$ cat config.mk
export PLATFORM = sky130hd
export DESIGN_NAME = ibex_rf_wport_arbiter_flat
export DESIGN_NICKNAME = d
export VERILOG_FILES = /design/src/rtl/ibex_rf_wport_arbiter_if.sv /design/src/rtl/ibex_rf_wport_arbiter.sv /design/src/flat_wrapper.sv
export SDC_FILE = /design/constraint.sdc
export NUM_CORES = 1
export LEC_CHECK = 0
export BUFFER_PORTS_ARGS = -buffer_cell sky130_fd_sc_hd__buf_4
export CAP_MARGIN = 20
export CORE_UTILIZATION = 35
export CTS_CLUSTER_DIAMETER = 80
export DETAILED_ROUTE_END_ITERATION = 12
export SLEW_MARGIN = 20
export SYNTH_ARGS = -nofsm -noshare
export SYNTH_HDL_FRONTEND = slang
export SYNTH_SLANG_ARGS = --single-unit
$ cat constraint.sdc
create_clock -name clk_i -period 2.4 [get_ports clk_i]
set_input_delay 0.48 -clock clk_i [delete_from_list [all_inputs] [get_ports clk_i]]
set_output_delay 0.48 -clock clk_i [all_outputs]
set_load 0.005 [all_outputs]
$ cat src/rtl/ibex_rf_wport_arbiter_if.sv
// ibex_rf_wport_arbiter_if
//   Bundle of the writeback-side signals of the register-file write-port
//   arbiter. Signal names keep the original port names of the arbiter.
//   master : writeback/ID side (drives requests and read addresses)
//   slave  : arbiter side (drives grant, RF write port, forwarding, status)
//   Signals:
//     ex_*     EX writeback request/address/data, ex_gnt_o grant back
//     lsu_*    LSU load writeback request/address/data (never stalled)
//     rf_*     register-file write port W1
//     raddr_*  ID read addresses, fwd_* forwarding of the parked entry
//     busy_o   holding buffer valid, conflict_cnt_o saturating stall count
interface ibex_rf_wport_arbiter_if #(
  parameter int unsigned DataWidth = 32,
  parameter int unsigned CntWidth  = 16
);
  logic                 ex_req_i;
  logic [4:0]           ex_addr_i;
  logic [DataWidth-1:0] ex_wdata_i;
  logic                 ex_gnt_o;
  logic                 lsu_req_i;
  logic [4:0]           lsu_addr_i;
  logic [DataWidth-1:0] lsu_wdata_i;
  logic                 rf_we_o;
  logic [4:0]           rf_waddr_o;
  logic [DataWidth-1:0] rf_wdata_o;
  logic [4:0]           raddr_a_i;
  logic [4:0]           raddr_b_i;
  logic                 fwd_a_valid_o;
  logic                 fwd_b_valid_o;
  logic [DataWidth-1:0] fwd_data_o;
  logic                 busy_o;
  logic [CntWidth-1:0]  conflict_cnt_o;

  modport master (
    output ex_req_i, ex_addr_i, ex_wdata_i,
    output lsu_req_i, lsu_addr_i, lsu_wdata_i,
    output raddr_a_i, raddr_b_i,
    input  ex_gnt_o, rf_we_o, rf_waddr_o, rf_wdata_o,
    input  fwd_a_valid_o, fwd_b_valid_o, fwd_data_o,
    input  busy_o, conflict_cnt_o
  );

  modport slave (
    input  ex_req_i, ex_addr_i, ex_wdata_i,
    input  lsu_req_i, lsu_addr_i, lsu_wdata_i,
    input  raddr_a_i, raddr_b_i,
    output ex_gnt_o, rf_we_o, rf_waddr_o, rf_wdata_o,
    output fwd_a_valid_o, fwd_b_valid_o, fwd_data_o,
    output busy_o, conflict_cnt_o
  );
endinterface

$ cat src/rtl/ibex_rf_wport_arbiter.sv
// ibex_rf_wport_arbiter
//   Shares the single register-file write port W1 between EX writeback and
//   LSU load writeback. LSU writes always win the port; a colliding EX write
//   is parked in a one-entry holding buffer and drained on the next free
//   slot. The parked entry is forwarded to ID on a read-address match.
//   Ports:
//     clk_i   clock
//     rst_ni  asynchronous active-low reset
//     bus     slave side of ibex_rf_wport_arbiter_if (requests, RF write
//             port, forwarding, busy and saturating conflict counter)
//   Parameters:
//     DataWidth  register data width (must match the interface)
//     RV32E      1: writes to x16..x31 are dropped as null writes
//     CntWidth   conflict counter width (must match the interface)
module ibex_rf_wport_arbiter #(
  parameter int unsigned DataWidth = 32,
  parameter bit          RV32E     = 1'b0,
  parameter int unsigned CntWidth  = 16
) (
  input  logic                   clk_i,
  input  logic                   rst_ni,
  ibex_rf_wport_arbiter_if.slave bus
);

  typedef enum logic {
    IDLE,
    HOLD
  } state_e;

  state_e               state_q, state_d;
  logic [4:0]           hold_addr_q, hold_addr_d;
  logic [DataWidth-1:0] hold_data_q, hold_data_d;
  logic [CntWidth-1:0]  cnt_q, cnt_d;

  logic                 ex_gnt;
  logic                 rf_we;
  logic [4:0]           rf_waddr;
  logic [DataWidth-1:0] rf_wdata;
  logic                 load_hold;
  logic                 ex_null;
  logic                 lsu_null;
  logic                 supersede;
  logic                 hold_valid;

  // x0 is never written; in RV32E the upper half of the file does not exist.
  function automatic logic is_null(input logic [4:0] addr);
    return (addr == 5'd0) || (RV32E && addr[4]);
  endfunction

  assign ex_null    = is_null(bus.ex_addr_i);
  assign lsu_null   = is_null(bus.lsu_addr_i);
  assign hold_valid = (state_q == HOLD);
  // An LSU write to the parked register is younger and makes the entry stale.
  assign supersede  = bus.lsu_req_i && (bus.lsu_addr_i == hold_addr_q);

  // State register and holding buffer
  always_ff @(posedge clk_i or negedge rst_ni) begin
    if (!rst_ni) begin
      state_q     <= IDLE;
      hold_addr_q <= '0;
      hold_data_q <= '0;
      cnt_q       <= '0;
    end else begin
      state_q     <= state_d;
      hold_addr_q <= hold_addr_d;
      hold_data_q <= hold_data_d;
      cnt_q       <= cnt_d;
    end
  end

  // Next-state logic
  always_comb begin
    state_d = state_q;
    unique case (state_q)
      IDLE: begin
        if (bus.lsu_req_i && bus.ex_req_i && !ex_null) begin
          state_d = HOLD;
        end
      end
      HOLD: begin
        if (bus.lsu_req_i) begin
          if (supersede) begin
            state_d = IDLE;
          end
        end else if (bus.ex_req_i && !ex_null) begin
          state_d = HOLD;
        end else begin
          state_d = IDLE;
        end
      end
      default: state_d = IDLE;
    endcase
  end

  // Output logic: write-port mux, EX grant and buffer load
  always_comb begin
    ex_gnt    = 1'b0;
    rf_we     = 1'b0;
    rf_waddr  = '0;
    rf_wdata  = '0;
    load_hold = 1'b0;
    unique case (state_q)
      IDLE: begin
        if (bus.lsu_req_i) begin
          if (!lsu_null) begin
            rf_we    = 1'b1;
            rf_waddr = bus.lsu_addr_i;
            rf_wdata = bus.lsu_wdata_i;
          end
          ex_gnt    = bus.ex_req_i;
          load_hold = bus.ex_req_i && !ex_null;
        end else if (bus.ex_req_i) begin
          ex_gnt = 1'b1;
          if (!ex_null) begin
            rf_we    = 1'b1;
            rf_waddr = bus.ex_addr_i;
            rf_wdata = bus.ex_wdata_i;
          end
        end
      end
      HOLD: begin
        if (bus.lsu_req_i) begin
          if (!lsu_null) begin
            rf_we    = 1'b1;
            rf_waddr = bus.lsu_addr_i;
            rf_wdata = bus.lsu_wdata_i;
          end
        end else begin
          // Drain the parked entry; a new EX write may refill the buffer
          // in the same cycle, which keeps same-register ordering intact.
          rf_we     = 1'b1;
          rf_waddr  = hold_addr_q;
          rf_wdata  = hold_data_q;
          ex_gnt    = bus.ex_req_i;
          load_hold = bus.ex_req_i && !ex_null;
        end
      end
      default: ;
    endcase
  end

  always_comb begin
    hold_addr_d = hold_addr_q;
    hold_data_d = hold_data_q;
    if (load_hold) begin
      hold_addr_d = bus.ex_addr_i;
      hold_data_d = bus.ex_wdata_i;
    end
  end

  always_comb begin
    cnt_d = cnt_q;
    if (bus.ex_req_i && !ex_gnt && (cnt_q != '1)) begin
      cnt_d = cnt_q + CntWidth'(1);
    end
  end

  assign bus.ex_gnt_o       = ex_gnt;
  assign bus.rf_we_o        = rf_we;
  assign bus.rf_waddr_o     = rf_waddr;
  assign bus.rf_wdata_o     = rf_wdata;
  assign bus.busy_o         = hold_valid;
  assign bus.conflict_cnt_o = cnt_q;
  assign bus.fwd_a_valid_o  = hold_valid && (bus.raddr_a_i == hold_addr_q) &&
                              (bus.raddr_a_i != 5'd0);
  assign bus.fwd_b_valid_o  = hold_valid && (bus.raddr_b_i == hold_addr_q) &&
                              (bus.raddr_b_i != 5'd0);
  assign bus.fwd_data_o     = hold_valid ? hold_data_q : '0;

  // A parked entry is never a null write, and the port never writes x0.
  a_hold_not_null: assert property (@(posedge clk_i) disable iff (!rst_ni)
    hold_valid |-> !is_null(hold_addr_q));
  a_we_not_null: assert property (@(posedge clk_i) disable iff (!rst_ni)
    rf_we |-> !is_null(rf_waddr));

endmodule

$ cat src/flat_wrapper.sv
// flat-port wrapper written by rule: the top's interface ports become plain ports
module ibex_rf_wport_arbiter_flat 
#(
  parameter int unsigned DataWidth = 32,
  parameter bit          RV32E     = 1'b0,
  parameter int unsigned CntWidth  = 16
)
  (clk_i, rst_ni, bus_ex_req_i, bus_ex_addr_i, bus_ex_wdata_i, bus_lsu_req_i, bus_lsu_addr_i, bus_lsu_wdata_i, bus_raddr_a_i, bus_raddr_b_i, bus_ex_gnt_o, bus_rf_we_o, bus_rf_waddr_o, bus_rf_wdata_o, bus_fwd_a_valid_o, bus_fwd_b_valid_o, bus_fwd_data_o, bus_busy_o, bus_conflict_cnt_o);
  ibex_rf_wport_arbiter_if #(.DataWidth(DataWidth), .CntWidth(CntWidth)) bus_i ();
  input  logic clk_i;
  input  logic rst_ni;
  input wire logic [$bits(bus_i.ex_req_i)-1:0] bus_ex_req_i;
  input wire logic [$bits(bus_i.ex_addr_i)-1:0] bus_ex_addr_i;
  input wire logic [$bits(bus_i.ex_wdata_i)-1:0] bus_ex_wdata_i;
  input wire logic [$bits(bus_i.lsu_req_i)-1:0] bus_lsu_req_i;
  input wire logic [$bits(bus_i.lsu_addr_i)-1:0] bus_lsu_addr_i;
  input wire logic [$bits(bus_i.lsu_wdata_i)-1:0] bus_lsu_wdata_i;
  input wire logic [$bits(bus_i.raddr_a_i)-1:0] bus_raddr_a_i;
  input wire logic [$bits(bus_i.raddr_b_i)-1:0] bus_raddr_b_i;
  output wire logic [$bits(bus_i.ex_gnt_o)-1:0] bus_ex_gnt_o;
  output wire logic [$bits(bus_i.rf_we_o)-1:0] bus_rf_we_o;
  output wire logic [$bits(bus_i.rf_waddr_o)-1:0] bus_rf_waddr_o;
  output wire logic [$bits(bus_i.rf_wdata_o)-1:0] bus_rf_wdata_o;
  output wire logic [$bits(bus_i.fwd_a_valid_o)-1:0] bus_fwd_a_valid_o;
  output wire logic [$bits(bus_i.fwd_b_valid_o)-1:0] bus_fwd_b_valid_o;
  output wire logic [$bits(bus_i.fwd_data_o)-1:0] bus_fwd_data_o;
  output wire logic [$bits(bus_i.busy_o)-1:0] bus_busy_o;
  output wire logic [$bits(bus_i.conflict_cnt_o)-1:0] bus_conflict_cnt_o;
  assign bus_i.ex_req_i = bus_ex_req_i;
  assign bus_i.ex_addr_i = bus_ex_addr_i;
  assign bus_i.ex_wdata_i = bus_ex_wdata_i;
  assign bus_i.lsu_req_i = bus_lsu_req_i;
  assign bus_i.lsu_addr_i = bus_lsu_addr_i;
  assign bus_i.lsu_wdata_i = bus_lsu_wdata_i;
  assign bus_i.raddr_a_i = bus_raddr_a_i;
  assign bus_i.raddr_b_i = bus_raddr_b_i;
  assign bus_ex_gnt_o = bus_i.ex_gnt_o;
  assign bus_rf_we_o = bus_i.rf_we_o;
  assign bus_rf_waddr_o = bus_i.rf_waddr_o;
  assign bus_rf_wdata_o = bus_i.rf_wdata_o;
  assign bus_fwd_a_valid_o = bus_i.fwd_a_valid_o;
  assign bus_fwd_b_valid_o = bus_i.fwd_b_valid_o;
  assign bus_fwd_data_o = bus_i.fwd_data_o;
  assign bus_busy_o = bus_i.busy_o;
  assign bus_conflict_cnt_o = bus_i.conflict_cnt_o;
  ibex_rf_wport_arbiter #(.DataWidth(DataWidth), .RV32E(RV32E), .CntWidth(CntWidth)) u_core (.clk_i(clk_i), .rst_ni(rst_ni), .bus(bus_i));
endmodule
Word-level counts from Yosys, hierarchy flattened
Index checks and enable logic that the tools add are counted.
Widths: inputs -> output; s select.
{"block": "totals", "ff_bits": 54, "elab_cells": 57, "n_memories": 0, "mem_bits_ro": 0, "ram_bits": 0, "latch_bits": 0}
{"block": "op_classes", "n_shift": 0, "magnitude_cmp": 0, "reduce_logical": 16, "muxes": 31, "eq_ne": 4, "n_bitwise": 1, "mul": 0, "add_sub_neg": 1, "div": 0}
{"cell": "$mux 32", "count": 6}
{"cell": "$pmux 32 s2", "count": 1}
{"cell": "$mux 5", "count": 5}
{"cell": "$add 16x1->16 const B", "count": 1}
{"cell": "$ne 16x16->1 const B", "count": 1}
{"cell": "$eq 5x5->1", "count": 3}
{"cell": "$mux 1", "count": 14}
{"cell": "$logic_and 1x1->1", "count": 10}
{"cell": "$logic_not 5->1", "count": 2}
{"cell": "$pmux 5 s2", "count": 1}
{"cell": "$reduce_bool 5->1", "count": 2}
{"cell": "$pmux 1 s2", "count": 4}
{"cell": "$logic_not 1->1", "count": 2}
{"cell": "$not 1->1", "count": 1}

Depth between registers and ports, before layout
Gate-level depths: netlist of the first run.
{"block": "depth", "ltp_word": 6, "ltp_mapped": 6, "mapped_depth_nobuf": 5}

Worst setup path after synthesis of the first run
No wires, ideal clock.
{"block": "synth_timing", "path_type": "input -> output", "start": "in bus_lsu_addr_i[1]", "end": "out bus_rf_wdata_o[10]", "setup_slack_ps": 227, "n_path_buf": 1, "arrival_ps": 1693, "stages": 5, "path_cell_list": "or4_1 o21a_2 buf_6 a22o_1 a21o_1"}
{"block": "synth_between", "elab_chain_len": 4}
{"item": "start, declared", "line": "flat_wrapper.sv:16", "source": "input wire logic [$bits(bus_i.lsu_addr_i)-1:0] bus_lsu_addr_i;"}
{"item": "$logic_not 5->1 *", "line": "ibex_rf_wport_arbiter.sv:47", "source": "return (addr == 5'd0) || (RV32E && addr[4]);"}
{"item": "$mux 32 *", "line": "ibex_rf_wport_arbiter.sv:105, ibex_rf_wport_arbiter.sv:123"}
{"item": "$mux 32 (on tied branches)", "line": "ibex_rf_wport_arbiter.sv:122, ibex_rf_wport_arbiter.sv:104"}
{"item": "$pmux 32 s2 *", "line": "ibex_rf_wport_arbiter.sv:102", "source": "unique case (state_q)"}
{"item": "end, declared", "line": "flat_wrapper.sv:23", "source": "output wire logic [$bits(bus_i.rf_wdata_o)-1:0] bus_rf_wdata_o;"}
Every way passes the cells marked *; elsewhere a longest branch is shown, timed or not.

Worst setup path after layout of the first run
{"block": "layout_timing", "start": "in bus_lsu_addr_i[1]", "end": "out bus_rf_wdata_o[7]"}
The elaborated chain is that of the path after synthesis.

==> impl_metrics.tcl, run 1 <==
set metrics [dict create \
    nets 592 \
    synth_top_area_share_pct 39.94 \
    cp.required_ns 1.92 \
    synth-xor-area-share_pct 7.249 \
    fillers 866 \
    grt_pass1_vias 3157 \
    rows 35 \
    synth_area_per_cell_um2 10.28 \
    synth_ff_type "dfrtp_1" \
    via_per_inst 5.019 \
    max_stage_delay_ns 0.52 \
    arrival_ns 1.98 \
    hold_class "input port to asynchronous set/reset pin" \
    synth_cell_types 39 \
    die_w_um 100.3 \
    end_kind "primary output" \
    cts_inserted_buffers 5 \
    drt-initial-drc-count 106 \
    ys_seq_area_share_pct 39.94 \
    cap_violations 0 \
    postCtsSetupRepairBufs 0 \
    htreeDepth 2 \
    drv_slew 0 \
    clk_pin_slew_ns 0.10 \
    crit_path_top_delay_cell "or4_4" \
    synth_fa_ha_area_share_pct 0.3698 \
    hold_slack_ns 0.2015 \
    clk_latency_ns 0.30 \
    gp_congestion 0.8281 \
    grt_max_degree 55 \
    die-height_um 100.3 \
    multi_input_area_um2 1912 \
    vdd_drop_max_uv 354.2 \
    violations "setup timing" \
    yosys_warnings 0 \
    diodes 0 \
    root_buffer "clkbuf_8" \
    worstPathMaxFanout 18 \
    syn_inst 329 \
    grt_use_total_pct 20.77 \
    grt_setup_unrepaired "yes" \
    seqCellArea_um2 1351 \
    crit_chain "buf_6 > or4_4 > o21a_4 > buf_12 > a22o_1 > a21o_1 > buf_6" \
    io_pins 178 \
    yosys.area_share.simple_pct 15.61 \
    final.min_clock_period_ns 2.458 \
    cp-start-kind "input port" \
    yosysTopAreaCell "dfrtp_1" \
    synth.cell_area_um2 3383 \
    routedWlPerCell_um 16.22 \
    crit_type "input port to primary output" \
    layout_common_cells "buf_4, dfrtp_1, buf_6" \
    skew_ns 0.006534 \
    area_growth_pct 53.51 \
    leakage_nw 2.663 \
    initial_core_util_pct 36.44 \
    cts_buffer_depth 2 \
    detailed_place_hpwl_um 7630 \
    tightest_slew_ns 0.6876 \
    synth_compound_area_share_pct 20.19 \
    layout_setup_ws_ns -0.05784 \
    drive_above_1_share_pct 45.44 \
    hold_viol 0 \
    port_buffers 177 \
    muxShareOfSynthArea_pct 11.98 \
    ant_nets 0 \
    die-area_um2 10060 \
    synth_top_family_by_area "compound AO/OA/AOI/OAI gates" \
    place_worst_setup_slack_ns -0.1137 \
    cts_tree "yes" \
    first_pass_iters 4 \
    vias 3177 \
    power_density_nw_per_um2 784.4 \
    cts.sinks 54 \
    netlist_top_cells_area "dfrtp_1, a22o_1, a21o_1, mux2_1, mux2_2" \
    syn-num-nets 418 \
    grt_pass1_wl_um 16650 \
    cts_hold_buf 0 \
    route.detailed.drc 0 \
    report.final.setup_viol 33 \
    period_share_pct 102.4 \
    grt_overflow_total 0 \
    synth_edf_count 0 \
    async_flop_share_pct 100.0 \
    fmax_mhz 406.9 \
    wirelength_um 10270 \
    crit_top_cell "buf_6" \
    status "complete, but fails checks" \
    mostFrequentLayoutCell "buf_4" \
    maxSlewHeadroom_pct 54.16 \
    ys_ff_latch 54 \
    core_um2 9284 \
    grt_antenna_before_repair 0 \
]
where the power goes:
part / internal [mW] / switching [mW]
Combinational: 1.23 / 0.747
Sequential: 1.24 / 0.334
Clock: 0.233 / 0.299
worst max-delay path: cells and delay by family:
kind / cells / cell delay, ns
simple gates: 1 / 0.52
buf+inv: 3 / 0.36
compound gates: 3 / 0.60
timing repair:
action,4_1_cts,5_1_grt
endpoints found under the hold margin,0,0
setup endpoints to repair,33,33
pin swaps,1,1
gates resized for setup,40,1
cloned,1,0
per-layer routing:
layer / GRT usage [%] / share of wire [%]
met5: 0 / 0
met2: 36.41 / 48
met3: 4.457 / 6.8
met1: 26.58 / 44
met4: 3.567 / 0.59
cell type report:
cell class | instances | area share [%]
flip-flops and latches | 54 | 26.02
repair buffers | 194 | 32.23
multi-input cells | 248 | 36.81
clock inverters | 2 | 0.2409
clock buffers | 6 | 1.590
well taps | 129 | 3.108
state kept, by name (all words and copies together), names as in the netlist:
| signal | cells |
|---|---|
| u_core.hold_data_q | 32 |
| u_core.bus.busy_o | 1 |
| u_core.hold_addr_q | 5 |
| u_core.bus.conflict_cnt_o | 16 |
worst paths after layout:
path	start	end	slack, ns	depth (start not counted)
worst max-delay path	bus_lsu_addr_i[1]	bus_rf_wdata_o[7]	-0.06	7
worst min-delay path	rst_ni	u_core.hold_data_q[5]	0.20	1
worst max register to register	u_core.bus.busy_o	u_core.hold_data_q[27]	0.35	5
worst min register to register	u_core.bus.conflict_cnt_o[15]	u_core.bus.conflict_cnt_o[15]	0.52	1
max in group asynchronous	rst_ni	u_core.hold_data_q[23]	1.73	1
min in group clk_i	bus_ex_wdata_i[21]	u_core.hold_data_q[21]	0.39	2
cells by family after synthesis:
family	after synthesis
adders and majority gates	1
and+or+nand+nor	96
AOI/OAI and AO/OA	87
DFF	54
xor gates and xnor gates	28
muxes	36
buffers and inverters	27
cell usage after synthesis, types with 8 or more instances:
library cell and instances:
a21o_1 32, a21oi_1 8, a22o_1 32, and2_1 32, clkbuf_1 17, dfrtp_1 54
mux2_1 18, mux2_2 18, nand2_1 18, nand4_1 8, nor2_1 12, xnor2_1 11
xor2_1 17
metrics by stage:
step / cells / util (%) / area [µm²] / TNS (ns) / power (mW)
floorplan: 329 / - / 3383 / 0 / 2.516
global placement: 624 / 52.98 / 4918 / -2.047 / 3.433
detailed placement: 624 / 52.98 / 4918 / -1.962 / 3.468
CTS: 633 / 55.90 / 5190 / -1.973 / 4.121
global route: 633 / 55.94 / 5194 / -2.222 / 4.382
finish: 633 / 55.94 / 5194 / -1.206 / 4.074
Note: power is estimated with default switching activity, not from simulation.
==> run 2: changes to the inputs <==
--- a/config.mk
+++ b/config.mk
@@ -7,9 +7,12 @@
 export LEC_CHECK = 0
 export BUFFER_PORTS_ARGS = -buffer_cell sky130_fd_sc_hd__buf_4
 export CAP_MARGIN = 20
-export CORE_UTILIZATION = 35
+export CELL_PAD_IN_SITES_DETAIL_PLACEMENT = 0
+export CELL_PAD_IN_SITES_GLOBAL_PLACEMENT = 1
+export CORE_UTILIZATION = 33
 export CTS_CLUSTER_DIAMETER = 80
 export DETAILED_ROUTE_END_ITERATION = 12
+export PLACE_DENSITY_LB_ADDON = 0.1
 export SLEW_MARGIN = 20
 export SYNTH_ARGS = -nofsm -noshare
 export SYNTH_HDL_FRONTEND = slang
==> run 2 against run 1 <==
Compared with the run above:
- the flow still finishes with violations (setup timing)
- non-clock buffer count fell by 1
- sequential power barely moved
- final area fell by 0.55%
- clock skew fell by 0.00051 ns
- setup slack improved by 0.0029 ns
- first-iteration DRC count fell by 9.4%
- critical path depth did not move
- register-to-register slack got worse by 0.05 ns
- sequential share of layout area rose by 0.14 points
- clock power fell by 3%
- critical path type unchanged
- critical endpoint is now bus_rf_wdata_o[16]
- largest cell class unchanged
- highest routed layer unchanged
==> impl_metrics.tcl, run 2 (synthesis gave the netlist of run 1 again) <==
set metrics [dict create \
    power_density_nw_per_um2 784.6 \
    largest_reg_flops 32 \
    drv_slew 0 \
    rows 36 \
    core_um2 9864 \
    die-height_um 103.3 \
    diodes 0 \
    seq_power_share_pct 38.4 \
    area_growth_pct 52.66 \
    first_pass_iters 4 \
    die-area_um2 10660 \
    grt_pass1_vias 3064 \
    status "complete, but fails checks" \
    period_share_pct 102.3 \
    cp.required_ns 1.92 \
    drive_above_1_share_pct 45.33 \
    end_kind "primary output" \
    via_per_inst 4.986 \
    vdd_drop_max_uv 500.3 \
    nets 591 \
    hold_class "input port to asynchronous set/reset pin" \
    vias 3171 \
    cap_violations 0 \
    detailed_place_hpwl_um 7408 \
    cts_hold_buf 0 \
    cts_tree "yes" \
    drt-initial-drc-count 96 \
    final.min_clock_period_ns 2.455 \
    largest-register "u_core.hold_data_q" \
    violations "setup timing" \
    clk_latency_ns 0.31 \
    p_int_mw 2.660 \
    fmax_mhz 407.3 \
    ant_nets 0 \
    report.final.setup_viol 32 \
    layout_common_cells "buf_4, dfrtp_1, buf_6" \
    wirelength_um 10340 \
    grt_max_degree 55 \
    gp_congestion 0.7527 \
    r2r_slack_ns 0.30 \
    clk_pin_slew_ns 0.10 \
    dp_cells 628 \
    mostFrequentLayoutCell "buf_4" \
    port_buffers 177 \
    hold_viol 0 \
    grt_overflow_total 0 \
    htreeDepth 2 \
    grt_pass1_wl_um 15770 \
    cp-start-kind "input port" \
    p_sw_mw 1.392 \
    arrival_ns 1.97 \
    p_comb_share_pct 48.9 \
    leakage_nw 2.651 \
    maxSlewHeadroom_pct 52.99 \
    postCtsSetupRepairBufs 0 \
    dpl_cell_area_um2 4923 \
    worstPathMaxFanout 21 \
    root_buffer "clkbuf_8" \
    switching_share_pct 34.35 \
    grt_antenna_before_repair 0 \
    grt_use_total_pct 19.17 \
    routedWlPerCell_um 16.26 \
    cts_buffer_depth 2 \
    clkPwrFrac_pct 12.8 \
    layout_setup_ws_ns -0.05493 \
    skew_ns 0.006022 \
    power_mw 4.052 \
    route.detailed.drc 0 \
    setup_tns_ns -0.8646 \
    initial_core_util_pct 34.30 \
    cts_inserted_buffers 5 \
    grt_setup_unrepaired "yes" \
    cts.sinks 54 \
    hold_slack_ns 0.2019 \
    io_pins 178 \
    die_w_um 103.3 \
    crit_type "input port to primary output" \
    tightest_slew_ns 0.7051 \
    stdcell_count 636 \
    final_area_um2 5165 \
    fillers 908 \
]
[run 2: cell count changes in the layout (fill, tap and decap cells not counted), sizes merged]
| cell | delta |
|---|---|
| clkinvlp | -1 |
| inv | +1 |
| buf | -1 |
| clkbuf | -1 |
| clkinv | +1 |
[run 2: worst paths after layout]
path                                                from                             to  depth (start not counted)
min                                               rst_ni   u_core.bus.conflict_cnt_o[0]                          1
max in group asynchronous                         rst_ni          u_core.hold_addr_q[4]                          1
min in group clk_i                    bus_ex_wdata_i[17]         u_core.hold_data_q[17]                          2
max reg2reg                            u_core.bus.busy_o  u_core.bus.conflict_cnt_o[15]                          5
max                                    bus_lsu_addr_i[1]             bus_rf_wdata_o[16]                          7
min reg2reg                u_core.bus.conflict_cnt_o[15]  u_core.bus.conflict_cnt_o[15]                          1
[run 2: what timing repair did]
item / 4_1_cts / 5_1_grt
setup endpoints to repair: 33 / 33
resized for setup: 36 / 4
pin swaps: 1 / 1
[run 2: layout make-up]
class | instances | area [µm²] | share of cell area, %
clock buffer | 5 | 68.82 | 1.332
clock inverter | 3 | 18.77 | 0.3634
multi-input combinational | 248 | 1917 | 37.11
sequential | 54 | 1351 | 26.16
tap | 133 | 166.4 | 3.222
timing repair buffer | 193 | 1643 | 31.81
[run 2: critical path, cell delays in order]
cell,delay [ns]
buf_6,0.09
or4_4,0.53
o21a_4,0.23
buf_12,0.15
a22o_1,0.19
a21o_1,0.17
buf_6,0.11
[run 2: routing by layer]
layer / track usage [%] / wire, µm
met1: 24.74 / 4504
met2: 32.36 / 4943
met3: 5.108 / 753
met4: 4.009 / 141
met5: 0 / 0
[run 2: power groups by stage]
stage                     clock network [mW]  registers [mW]  logic [mW]
after floorplan                            0            1.42        1.09
after global placement                     0            1.55        1.88
after detailed placement                   0            1.57        1.90
after CTS                              0.543            1.55        2.00
after global routing                   0.577            1.61        2.17
final                                  0.517            1.56        1.98
[run 2: metrics by stage]
step	worst slack, ns	util (%)
detailed placement	-0.1066	49.91
global route	-0.1002	52.36
CTS	-0.06888	52.21
global placement	-0.09701	49.91
floorplan	0.2271	-
finish	-0.05493	52.36
==> run 3: changes to the inputs <==
--- a/config.mk
+++ b/config.mk
@@ -9,6 +9,7 @@
 export CAP_MARGIN = 20
 export CELL_PAD_IN_SITES_DETAIL_PLACEMENT = 0
 export CELL_PAD_IN_SITES_GLOBAL_PLACEMENT = 1
+export CORE_MARGIN = 5
 export CORE_UTILIZATION = 33
 export CTS_CLUSTER_DIAMETER = 80
 export DETAILED_ROUTE_END_ITERATION = 12
==> run 3 against run 2 <==
Compared with the run above:
- the run still ends with setup timing left
- first-iteration DRC count is 19% higher
- core utilization is 1.2 points lower
- hold slack hardly changed
- combinational power hardly changed
- highest routed layer unchanged
- critical path type unchanged
- fmax is 0.44% higher
==> impl_metrics.tcl, run 3 (synthesis gave the netlist of run 1 again) <==
set metrics [dict create \
    crit_path_top_delay_cell "or4_4" \
    largest_reg_flops 32 \
    multi_input_area_um2 1917 \
    cts.sinks 54 \
    fillers 961 \
    detailed_place_hpwl_um 7808 \
    die_w_um 111.3 \
    layout_common_cells "buf_4, dfrtp_1, buf_6" \
    crit_chain "buf_6 > or4_4 > o21a_4 > buf_12 > a22o_1 > a21o_1 > buf_6" \
    nets 589 \
    via_per_inst 4.954 \
    grt_overflow_total 0 \
    die-area_um2 12380 \
    diodes 0 \
    stdcell_count 637 \
    status "complete, but fails checks" \
    r2r_slack_ns 0.33 \
    drt-initial-drc-count 114 \
    largest-register "u_core.hold_data_q" \
    grt_setup_unrepaired "yes" \
    crit_top_cell "buf_6" \
    root_buffer "clkbuf_8" \
    cts_inserted_buffers 5 \
    cp-start-kind "input port" \
    layout_setup_ws_ns -0.04416 \
    fmax_mhz 409.1 \
    skew_ns 0.008789 \
    path_buf_inv 3 \
    critical_path.top_delay_family "compound AO/OA/AOI/OAI gates" \
    setup_tns_ns -0.6293 \
    vdd_drop_max_uv 358.9 \
    grt_pass1_vias 3325 \
    ant_nets 0 \
    grt_pass1_wl_um 17460 \
    seq_power_share_pct 37.3 \
    r2r_start "u_core.bus.busy_o" \
    path_depth 7 \
    initial_core_util_pct 33.37 \
    crit_type "input port to primary output" \
    drv_slew 0 \
    violations "setup timing" \
    seqCellArea_um2 1351 \
    core_um2 10140 \
    end_kind "primary output" \
    route.detailed.drc 0 \
    wirelength_um 10570 \
    worstPathMaxFanout 21 \
    die-height_um 111.3 \
    cts_tree "yes" \
    vias 3156 \
    maxSlewHeadroom_pct 52.91 \
    clk_pin_slew_ns 0.10 \
    report.final.setup_viol 33 \
    grt_max_degree 55 \
    startpoint "bus_lsu_addr_i[1]" \
    grt_use_total_pct 16.85 \
    clkPwrFrac_pct 15.5 \
    p_int_mw 2.772 \
    io_pins 178 \
    first_pass_iters 5 \
    p_comb_share_pct 47.2 \
    switching_share_pct 33.73 \
    postCtsSetupRepairBufs 0 \
    htreeDepth 2 \
    cts_buffer_depth 2 \
    hold_viol 0 \
    dp_cells 629 \
    cts_hold_buf 0 \
    tightest_slew_ns 0.7064 \
    power_density_nw_per_um2 807.0 \
    area_growth_pct 53.18 \
    leakage_nw 2.655 \
    routedWlPerCell_um 16.60 \
    cts_resized 38 \
    p_sw_mw 1.410 \
    rr_worst_depth 5 \
    cap_violations 0 \
    arrival_ns 1.96 \
    rows 37 \
    cp.required_ns 1.92 \
    hold_class "input port to asynchronous set/reset pin" \
    gp_congestion 0.7651 \
    final.min_clock_period_ns 2.444 \
    clk_latency_ns 0.31 \
    grt_antenna_before_repair 0 \
    max_stage_delay_ns 0.52 \
    period_share_pct 101.8 \
    port_buffers 177 \
    mostFrequentLayoutCell "buf_4" \
    place_worst_setup_slack_ns -0.08806 \
    drive_above_1_share_pct 45.11 \
]
[run 3: final timing paths]
check / to
worst min-delay path: u_core.hold_data_q[16]
max in group asynchronous: u_core.hold_data_q[24]
worst max register to register: u_core.bus.conflict_cnt_o[15]
worst max-delay path: bus_rf_wdata_o[17]
worst min register to register: u_core.bus.conflict_cnt_o[15]
min in group clk_i: u_core.hold_data_q[26]
[run 3: area by class of cell]
| type | instances | share of cell area (%) |
|---|---|---|
| tap | 136 | 3.283 |
| timing repair buffer | 191 | 31.41 |
| clock inverter | 3 | 0.9174 |
| sequential | 54 | 26.07 |
| clock buffer | 5 | 1.328 |
| multi-input combinational | 248 | 36.99 |
[run 3: stage by stage]
stage                     power, mW  util (%)  cell area (µm²)  hold WS [ns]
after global routing          4.509     51.12             5182        0.2649
after detailed placement      3.477     48.45             4912        0.5062
after global placement        3.450     48.45             4912        0.4933
after CTS                     4.239     51.03             5174        0.2353
after floorplan               2.516         -             3383        0.1844
final                         4.182     51.12             5182        0.2020
[run 3: power by group through the flow]
stage / registers, mW / clock network [mW] / logic [mW]
6_report: 1.56 / 0.647 / 1.97
5_1_grt: 1.62 / 0.714 / 2.17
4_1_cts: 1.56 / 0.675 / 2.01
3_5_place_dp: 1.57 / 0 / 1.90
3_3_place_gp: 1.56 / 0 / 1.89
2_1_floorplan: 1.42 / 0 / 1.09
[run 3: metal layers]
| layer | part of all wire [%] | track usage, % | wire (µm) |
|---|---|---|---|
| met5 | 0 | 0 | 0 |
| met3 | 7.2 | 4.858 | 765 |
| met1 | 44 | 22.15 | 4641 |
| met4 | 1.1 | 3.163 | 117 |
| met2 | 48 | 27.82 | 5050 |
[run 3: worst reg2reg max path: cells and delay by family, from the launching register on]
kind | cells | cell delay [ns]
AND/OR/NAND/NOR | 3 | 0.97
buffers and inverters | 1 | 0.45
flip-flops | 1 | 0.43
XOR/XNOR | 1 | 0.17
